<file path="src/rtl/alu_cmd_sequencer_if.sv">
// Command and response streams between a host and the ALU command sequencer.
// The sequencer takes the slave view: it consumes commands and produces responses.
interface alu_cmd_sequencer_if;
    logic       cmd_valid;
    logic       cmd_ready;
    logic [3:0] cmd_a;
    logic [3:0] cmd_b;
    logic [2:0] cmd_op;
    logic       rsp_valid;
    logic       rsp_ready;
    logic [4:0] rsp_q;
    logic [2:0] rsp_op;

    modport master (
        output cmd_valid, cmd_a, cmd_b, cmd_op, rsp_ready,
        input  cmd_ready, rsp_valid, rsp_q, rsp_op
    );

    modport slave (
        input  cmd_valid, cmd_a, cmd_b, cmd_op, rsp_ready,
        output cmd_ready, rsp_valid, rsp_q, rsp_op
    );
endinterface

</file>
<file path="src/rtl/alu_cmd_sequencer.sv">
// Buffers ALU commands in a FIFO, issues them one at a time to the ALU,
// samples the result after ALU_LAT edges and returns it in command order.
module alu_cmd_sequencer #(
    parameter int unsigned FIFO_DEPTH = 4,
    parameter int unsigned ALU_LAT    = 2
) (
    input  logic               clk,
    input  logic               rst_n,
    alu_cmd_sequencer_if.slave cmd_if,
    output logic [3:0]         alu_a,
    output logic [3:0]         alu_b,
    output logic [2:0]         alu_op,
    input  logic [4:0]         alu_q,
    output logic [7:0]         done_cnt,
    output logic               busy
);
    localparam int unsigned PTR_W = $clog2(FIFO_DEPTH);
    localparam int unsigned CNT_W = PTR_W + 1;
    localparam int unsigned LAT_W = (ALU_LAT > 1) ? $clog2(ALU_LAT) : 1;
    localparam int unsigned ENT_W = 11;

    typedef enum logic [1:0] {
        IDLE,
        WAIT,
        RESP
    } state_t;

    state_t           state;
    logic [ENT_W-1:0] mem [FIFO_DEPTH];
    logic [PTR_W-1:0] wr_ptr;
    logic [PTR_W-1:0] rd_ptr;
    logic [CNT_W-1:0] count;
    logic [CNT_W-1:0] count_nxt_c;
    logic [LAT_W-1:0] lat_cnt;
    logic             push_c;
    logic             pop_c;
    logic             idle_nxt_c;
    logic [ENT_W-1:0] head_c;

    // Handshake decode and next-cycle occupancy, used to register cmd_ready/busy
    always_comb begin
        push_c      = cmd_if.cmd_valid && cmd_if.cmd_ready;
        pop_c       = (state == IDLE) && (count != '0);
        count_nxt_c = count + CNT_W'(push_c) - CNT_W'(pop_c);
        idle_nxt_c  = ((state == IDLE) && !pop_c) ||
                      ((state == RESP) && cmd_if.rsp_ready);
        head_c      = mem[rd_ptr];
    end

    // Command storage carries no reset; occupancy is tracked by count
    always_ff @(posedge clk) begin
        if (push_c) begin
            mem[wr_ptr] <= {cmd_if.cmd_a, cmd_if.cmd_b, cmd_if.cmd_op};
        end
    end

    always_ff @(posedge clk or negedge rst_n) begin
        if (!rst_n) begin
            state            <= IDLE;
            wr_ptr           <= '0;
            rd_ptr           <= '0;
            count            <= '0;
            lat_cnt          <= '0;
            alu_a            <= '0;
            alu_b            <= '0;
            alu_op           <= '0;
            cmd_if.cmd_ready <= 1'b1;
            cmd_if.rsp_valid <= 1'b0;
            cmd_if.rsp_q     <= '0;
            cmd_if.rsp_op    <= '0;
            done_cnt         <= '0;
            busy             <= 1'b0;
        end else begin
            count            <= count_nxt_c;
            cmd_if.cmd_ready <= (count_nxt_c != CNT_W'(FIFO_DEPTH));
            busy             <= !idle_nxt_c || (count_nxt_c != '0);
            if (push_c) begin
                wr_ptr <= wr_ptr + PTR_W'(1);
            end
            case (state)
                IDLE: begin
                    if (pop_c) begin
                        {alu_a, alu_b, alu_op} <= head_c;
                        rd_ptr                 <= rd_ptr + PTR_W'(1);
                        lat_cnt                <= LAT_W'(ALU_LAT - 1);
                        state                  <= WAIT;
                    end
                end
                WAIT: begin
                    if (lat_cnt == '0) begin
                        cmd_if.rsp_q     <= alu_q;
                        cmd_if.rsp_op    <= alu_op;
                        cmd_if.rsp_valid <= 1'b1;
                        state            <= RESP;
                    end else begin
                        lat_cnt <= lat_cnt - LAT_W'(1);
                    end
                end
                RESP: begin
                    if (cmd_if.rsp_ready) begin
                        cmd_if.rsp_valid <= 1'b0;
                        done_cnt         <= done_cnt + 8'd1;
                        state            <= IDLE;
                    end
                end
                default: state <= IDLE;
            endcase
        end
    end
endmodule
</file>
<file path="src/flat_wrapper.sv">
// flat-port wrapper written by rule: the top's interface ports become plain ports
module alu_cmd_sequencer_flat 
#(
    parameter int unsigned FIFO_DEPTH = 4,
    parameter int unsigned ALU_LAT    = 2
)
  (clk, rst_n, alu_a, alu_b, alu_op, alu_q, done_cnt, busy, cmd_if_cmd_valid, cmd_if_cmd_a, cmd_if_cmd_b, cmd_if_cmd_op, cmd_if_rsp_ready, cmd_if_cmd_ready, cmd_if_rsp_valid, cmd_if_rsp_q, cmd_if_rsp_op);
  alu_cmd_sequencer_if cmd_if_i ();
  input  logic clk;
  input  logic rst_n;
  output logic [3:0] alu_a;
  output logic [3:0] alu_b;
  output logic [2:0] alu_op;
  input  logic [4:0] alu_q;
  output logic [7:0] done_cnt;
  output logic busy;
  input wire logic [$bits(cmd_if_i.cmd_valid)-1:0] cmd_if_cmd_valid;
  input wire logic [$bits(cmd_if_i.cmd_a)-1:0] cmd_if_cmd_a;
  input wire logic [$bits(cmd_if_i.cmd_b)-1:0] cmd_if_cmd_b;
  input wire logic [$bits(cmd_if_i.cmd_op)-1:0] cmd_if_cmd_op;
  input wire logic [$bits(cmd_if_i.rsp_ready)-1:0] cmd_if_rsp_ready;
  output wire logic [$bits(cmd_if_i.cmd_ready)-1:0] cmd_if_cmd_ready;
  output wire logic [$bits(cmd_if_i.rsp_valid)-1:0] cmd_if_rsp_valid;
  output wire logic [$bits(cmd_if_i.rsp_q)-1:0] cmd_if_rsp_q;
  output wire logic [$bits(cmd_if_i.rsp_op)-1:0] cmd_if_rsp_op;
  assign cmd_if_i.cmd_valid = cmd_if_cmd_valid;
  assign cmd_if_i.cmd_a = cmd_if_cmd_a;
  assign cmd_if_i.cmd_b = cmd_if_cmd_b;
  assign cmd_if_i.cmd_op = cmd_if_cmd_op;
  assign cmd_if_i.rsp_ready = cmd_if_rsp_ready;
  assign cmd_if_cmd_ready = cmd_if_i.cmd_ready;
  assign cmd_if_rsp_valid = cmd_if_i.rsp_valid;
  assign cmd_if_rsp_q = cmd_if_i.rsp_q;
  assign cmd_if_rsp_op = cmd_if_i.rsp_op;
  alu_cmd_sequencer #(.FIFO_DEPTH(FIFO_DEPTH), .ALU_LAT(ALU_LAT)) u_core (.clk(clk), .rst_n(rst_n), .cmd_if(cmd_if_i), .alu_a(alu_a), .alu_b(alu_b), .alu_op(alu_op), .alu_q(alu_q), .done_cnt(done_cnt), .busy(busy));
endmodule
</file>
<file path="config.mk">
export PLATFORM = sky130hd
export DESIGN_NAME = alu_cmd_sequencer_flat
export DESIGN_NICKNAME = d
export VERILOG_FILES = /design/src/rtl/alu_cmd_sequencer_if.sv /design/src/rtl/alu_cmd_sequencer.sv /design/src/flat_wrapper.sv
export SDC_FILE = /design/constraint.sdc
export NUM_CORES = 1
export LEC_CHECK = 0
export CORE_MARGIN = 5
export CORE_UTILIZATION = 50
export CTS_CLUSTER_DIAMETER = 50
export DETAILED_ROUTE_END_ITERATION = 10
export GPL_TIMING_DRIVEN = 0
export PLACE_DENSITY = 0.75
export SYNTH_ARGS = -nofsm -noshare
export SYNTH_HDL_FRONTEND = slang
export SYNTH_SLANG_ARGS = --single-unit
</file>
<file path="constraint.sdc">
create_clock -name clk -period 5.02 [get_ports clk]
set_input_delay 0.502 -clock clk [delete_from_list [all_inputs] [get_ports clk]]
set_output_delay 0.502 -clock clk [all_outputs]
set_load 0.1 [all_outputs]
</file>
### Word-level counts from Yosys, hierarchy flattened

Memories as Yosys holds them, arrays and structs flattened. A register that Yosys moved wholly into a read port is not among the register bits.
Index checks and enable logic that the tools add are counted.

| storage, ports and cells | value |
|---|---|
| bits in registers | 29 |
| bits in writable memories | 44 |
| logic and storage cells | 57 |
| memories kept | 1 |

| cells by class | value |
|---|---|
| add/sub/neg operators | 6 |
| equal/unequal tests | 6 |
| multiplexer cells | 12 |
| bitwise gates (word level) | 1 |
| reductions and logical operators | 20 |

Memory list:

| name | depth | bits a word | read ports | clocked after memory_dff | wr ports | RTL line | RTL |
|---|---|---|---|---|---|---|---|
| u_core.mem | 4 | 11 | 1 | 1 | 1 | alu_cmd_sequencer.sv:29 | `logic [ENT_W-1:0] mem [FIFO_DEPTH];` |

Operators with widths:

| kind | count |
|---|---|
| adder 8 x 1 -> 8 bit (second input constant) | 1 |
| AND reduction 2 bit | 4 |
| 2-to-1 mux 1 bit | 6 |
| 2-to-1 mux 2 bit | 3 |
| one-hot mux 2 bit (3 select lines) | 1 |
| AND reduction 3 bit | 2 |
| nonzero test 3 bit | 2 |
| adder 2 x 1 -> 2 bit (second input constant) | 2 |
| logical AND 1 bit | 4 |
| != test 2 bit (second input constant) | 2 |
| one-hot mux 1 bit (2 select lines) | 2 |
| nonzero test 2 bit | 2 |
| adder 3 x 1 -> 3 bit | 1 |
| zero test 1 bit | 3 |
| != test 3 bit (second input constant) | 1 |
| subtractor 3 x 1 -> 3 bit | 1 |
| == test 2 x 1 -> 1 bit (second input constant) | 1 |
| == test 2 bit (second input constant) | 1 |
| zero test 2 bit | 1 |
| logical OR 1 bit | 2 |
| != test 2 x 1 -> 1 bit (second input constant) | 1 |
| NOT 1 bit | 1 |
| subtractor 1 bit (second input constant) | 1 |

### Logic depth before layout (Yosys ltp)

| logic depth | value |
|---|---|
| word-level depth | 7 |
| gate-level depth with buffers | 12 |
| mapped depth without buffers | 10 |

### Worst setup path after synthesis

Ideal clock, no wire load.

| timing path | value |
|---|---|
| path type | register to register |
| start point | reg u_core.state[1] |
| end point | reg u_core.busy |
| setup time | 146 ps |
| arrival time | 2,809 ps |
| data required time | 4,874 ps |
| path slack | 2,065 ps |
| stages on the path, launching flop included | 13 |
| path buffers | 3 |
| period minus slack after synthesis | 2,955 ps |
| cells stage by stage | dfrtp_1 -> buf_6 -> or3_1 -> buf_6 -> buf_12 -> inv_1 -> ha_1 -> inv_1 -> ha_1 -> fa_1 -> xnor2_1 -> xnor2_1 -> or4b_2 |

| between the ends | value |
|---|---|
| elaborated cells on any way between the ends | 11 |
| those cells by class | 1 x add/sub; 1 x eq/ne; 9 x reduce/logical |

RTL lines:

| item | RTL line | RTL |
|---|---|---|
| start: declaration | alu_cmd_sequencer.sv:28 | `state_t state;` |
| start signal: assignment | alu_cmd_sequencer.sv:59 | `state <= IDLE;` |
| start signal: assignment | alu_cmd_sequencer.sv:86 | `state <= WAIT;` |
| start signal: assignment | alu_cmd_sequencer.sv:94 | `state <= RESP;` |
| zero test 2 bit | alu_cmd_sequencer.sv:43 | `pop_c = (state == IDLE) && (count != '0);` |
| logical AND 1 bit | alu_cmd_sequencer.sv:43 |  |
| subtractor 3 x 1 -> 3 bit | alu_cmd_sequencer.sv:44 | `count_nxt_c = count + CNT_W'(push_c) - CNT_W'(pop_c);` |
| net u_core.count_nxt_c[2] | alu_cmd_sequencer.sv:33 | `logic [CNT_W-1:0] count_nxt_c;` |
| nonzero test 3 bit | alu_cmd_sequencer.sv:76 | `busy <= !idle_nxt_c \|\| (count_nxt_c != '0);` |
| logical OR 1 bit | alu_cmd_sequencer.sv:76 |  |
| end signal: assignment | alu_cmd_sequencer.sv:76 |  |
| end: declaration | alu_cmd_sequencer.sv:15 | `output logic busy` |

The timed path passes the listed nets, and every way through them passes these cells.
A chain may end at the register's enable or synchronous reset.

### Worst setup path in the final report

| timing path | value |
|---|---|
| start point | reg u_core.count[2] |
| end point | reg u_core.busy |

| between the ends | value |
|---|---|
| elaborated cells on any way between the ends | 10 |
| those cells by class | 2 x add/sub; 8 x reduce/logical |

RTL lines:

| item | RTL line | RTL |
|---|---|---|
| start: declaration | alu_cmd_sequencer.sv:32 | `logic [CNT_W-1:0] count;` |
| start signal: assignment | alu_cmd_sequencer.sv:74 | `count <= count_nxt_c;` |
| branches (longest 2 deep; another with adder 3 x 1 -> 3 bit) | n/a |  |
| subtractor 3 x 1 -> 3 bit (*) | alu_cmd_sequencer.sv:44 |  |
| net u_core.count_nxt_c[2] | alu_cmd_sequencer.sv:33 |  |
| nonzero test 3 bit (*) | alu_cmd_sequencer.sv:76 |  |
| logical OR 1 bit (*) | alu_cmd_sequencer.sv:76 |  |

Mark *: on every way through the listed nets, which the timed path passes.

==> results.json <==
{
  "post-route-util_pct": 65.1,
  "path_cells": "nor3_1 > or3_1 > buf_6 > buf_12 > inv_1 > ha_1 > inv_1 > ha_1 > fa_1 > xnor2_1 > xnor2_1 > or4b_2",
  "max_slew.worst_pin.slew_ns": 0.982,
  "synthDistinctLibCells": 30,
  "syn_nets": 210,
  "finalCriticalPeriod_ns": 3.15,
  "row_count": 29,
  "nFillCells": 466,
  "dpl_cell_area_um2": 3920,
  "ys_ff_latch": 84,
  "multi_input_area_um2": 902,
  "status": "finished clean",
  "max_stage_delay_ns": 0.63,
  "cp-startpoint": "u_core.count[2]",
  "antennaDiodeCount": 0,
  "dieArea_um2": 8360,
  "yosysSeqAreaShare_pct": 70.0,
  "clk_latency_ns": 0.35,
  "critical_path_buf_inv_count": 4,
  "h-tree-depth": 3,
  "cap_violations": 0,
  "clkSinkCount": 84,
  "coreArea_um2": 6390,
  "maxSlewViolCount": 0,
  "register_area_um2": 2320,
  "die_w_um": 91.5,
  "die_h_um": 91.5,
  "viasPerCell": 5.25,
  "routed_wl_mm": 5.61,
  "clockRootBuffer": "clkbuf_8",
  "post-route-cell-area_um2": 4160,
  "min_from": "u_core.done_cnt[7]",
  "cts_buffers": 9,
  "hold_viol": 0,
  "globalRouteOverflowTotal": 0,
  "yosys_warnings": 0,
  "routedWlPerCell_um": 17.2,
  "start_util_pct": 51.9,
  "cts_resized": 0,
  "tns_ns": 0,
  "rsz0062_at_grt": "false",
  "crit_path_end_kind": "flop",
  "drtAntennaViolNets": 0,
  "slew-limit-headroom_pct": 34.3,
  "grt_pass1_vias": 1888,
  "required_ns": 5.24,
  "reg2reg_from": "u_core.count[2]",
  "io_buffers": 49,
  "worst-setup-path-type": "flop to flop",
  "crit_slowest_cell": "or4b_2",
  "place_hpwl_mm": 3.91,
  "drive_gt1_share_pct": 22.5,
  "globalplace.congestion": 0.724,
  "fin_skew_ns": 0.00688,
  "nets": 272,
  "vias": 1712,
  "clockBufferDepth": 2,
  "max_freq_ghz": 0.317,
  "drcViolationCount": 0,
  "synthesis.instances": 182,
  "antenna_found_initial": 0,
  "drt_iter0_markers": 92,
  "synth_area_per_cell_um2": 18.2,
  "setup_viol": 0,
  "min_period_over_period_pct": 62.8,
  "arrival_ns": 3.37,
  "crit_family": "simple AND/OR/NAND/NOR gates",
  "grt_pass1_wl_mm": 9.58,
  "ios": 50,
  "cts_tree": "yes",
  "grtUsageTotal_pct": 14.8,
  "area_delta_synth_final_pct": 25.3,
  "path_max_fanout": 10,
  "grt_max_degree": 33,
  "dr.pass1.iters": 4,
  "syn_area_um2": 3320,
  "hold_class": "flop to flop",
  "critPathLaunchType": "flop",
  "path_clk_slew_ns": 0.09
}
==> worst reg2reg max path, cell delays in order (launching register included) <==
cell and delay [ns]:
dfrtp_1 0.41, nor3_1 0.28, or3_1 0.17, buf_6 0.14, buf_12 0.15, inv_1 0.05, ha_1 0.27, inv_1 0.04
ha_1 0.20, fa_1 0.40, xnor2_1 0.14, xnor2_1 0.15, or4b_2 0.63
==> final cells by class <==
class                           instances  area share [%]
Inverter                                9           0.813
Clock buffer                            9            2.98
Multi-Input combinational cell         84            21.7
Tap cell                               77            2.32
Clock inverter                          7            2.47
Sequential cell                        84            55.9
Timing Repair Buffer                   51            12.4
Buffer                                  5            1.39
==> metal layers <==
layer	vias to the layer above	part of all wire (%)	GRT usage, %
li1	798	-	-
met1	864	42	18.5
met2	41	51	24.3
met3	9	5.1	4.05
met4	0	1.9	6.23
met5	-	0	0
==> state kept, by name, summed over array words and instances, names as in the netlist <==
name,flops
u_core.done_cnt,8
u_core.cmd_if.rsp_op,3
u_core.lat_cnt,1
u_core.cmd_if.rsp_q,5
u_core.wr_ptr,2
u_core.alu_op,3
u_core.rd_ptr,2
u_core.cmd_if.cmd_ready,1
u_core.busy,1
u_core.mem,44
u_core.cmd_if.rsp_valid,1
u_core.count,3
u_core.alu_a,4
u_core.state,2
u_core.alu_b,4
==> timing repair <==
item	CTS	global route
hold buffers	1	0
buffers inserted	0	0
hold endpoints to repair	3	0
==> synthesized netlist by cell type <==
library cell / number / area share, %
fa_1: 1 / 0.60
nor2_1: 3 / 0.34
nand3_1: 4 / 0.60
ha_1: 7 / 2.6
edfxtp_1: 44 / 40
o21ai_0: 2 / 0.30
buf_6: 3 / 1.0
or4b_2: 1 / 0.30
nor3_1: 3 / 0.45
xor2_1: 4 / 1.1
and4b_1: 1 / 0.30
mux2_2: 14 / 4.8
mux2_4: 6 / 2.7
buf_12: 1 / 0.60
dfrtp_1: 39 / 29
nand2_1: 5 / 0.57
inv_1: 9 / 1.0
or3_1: 1 / 0.19
buf_1: 1 / 0.11
xnor2_1: 8 / 2.1
or4b_1: 1 / 0.30
nand2b_1: 1 / 0.19
mux4_2: 11 / 7.5
nor2_2: 1 / 0.19
dfstp_2: 1 / 0.79
a21o_1: 2 / 0.45
and3_1: 5 / 0.94
mux2i_1: 1 / 0.30
nand4_1: 1 / 0.19
nand3b_1: 1 / 0.23
==> metrics by stage <==
stage,worst slack [ns],std cells,hold WS [ns]
2_1_floorplan,2.06,182,0.206
3_3_place_gp,1.87,308,0.454
3_5_place_dp,1.85,309,0.388
4_1_cts,1.84,326,0.472
5_1_grt,1.60,326,0.490
6_report,1.87,326,0.466
==> placed cells by master (no fill, tap or decap), types with 2 or more instances in the layout <==
| cell | netlist | final |
|---|---|---|
| ha_1 | 7 | 7 |
| nand2_1 | 5 | 5 |
| mux2_4 | 6 | 6 |
| dfrtp_1 | 39 | 39 |
| inv_1 | 9 | 9 |
| nand3_1 | 4 | 4 |
| nor3_1 | 3 | 3 |
| mux2_2 | 14 | 14 |
| clkbuf_8 | 0 | 9 |
| xnor2_1 | 8 | 8 |
| clkdlybuf4s50_1 | 0 | 48 |
| mux4_2 | 11 | 11 |
| edfxtp_1 | 44 | 44 |
| buf_6 | 3 | 3 |
| buf_12 | 1 | 2 |
| xor2_1 | 4 | 4 |
| bufinv_16 | 0 | 2 |
| o21ai_0 | 2 | 2 |
| inv_6 | 0 | 4 |
| a21o_1 | 2 | 2 |
| and3_1 | 5 | 5 |
| nor2_1 | 3 | 3 |
==> path summary, 6_finish.rpt <==
path | to | slack [ns] | cells after the start
worst max-delay path | u_core.busy | 1.87 | 12
worst min-delay path | u_core.done_cnt[7] | 0.47 | 1
worst max register to register | u_core.busy | 1.87 | 12
worst min register to register | u_core.done_cnt[7] | 0.47 | 1
max in group asynchronous | u_core.cmd_if.cmd_ready | 3.94 | 3
min in group asynchronous | u_core.alu_b[3] | 0.56 | 2
==> logic make-up (layout without fill, tap and decap cells) <==
kind of cell	Yosys count	in the layout	share of synthesized area [%]
flip-flops	84	84	70.0
multiplexers	32	32	15.2
AND/OR/NAND/NOR	28	28	4.79
buffers and inverters	14	81	2.75
XOR/XNOR	12	12	3.17
adder cells (fa/ha/maj)	8	8	3.24
AO/OA/AOI/OAI	4	4	0.754
Power is left out: the tool's default activity adds up to more than one toggle a clock period on the data nets, which glitch-free logic cannot reach.
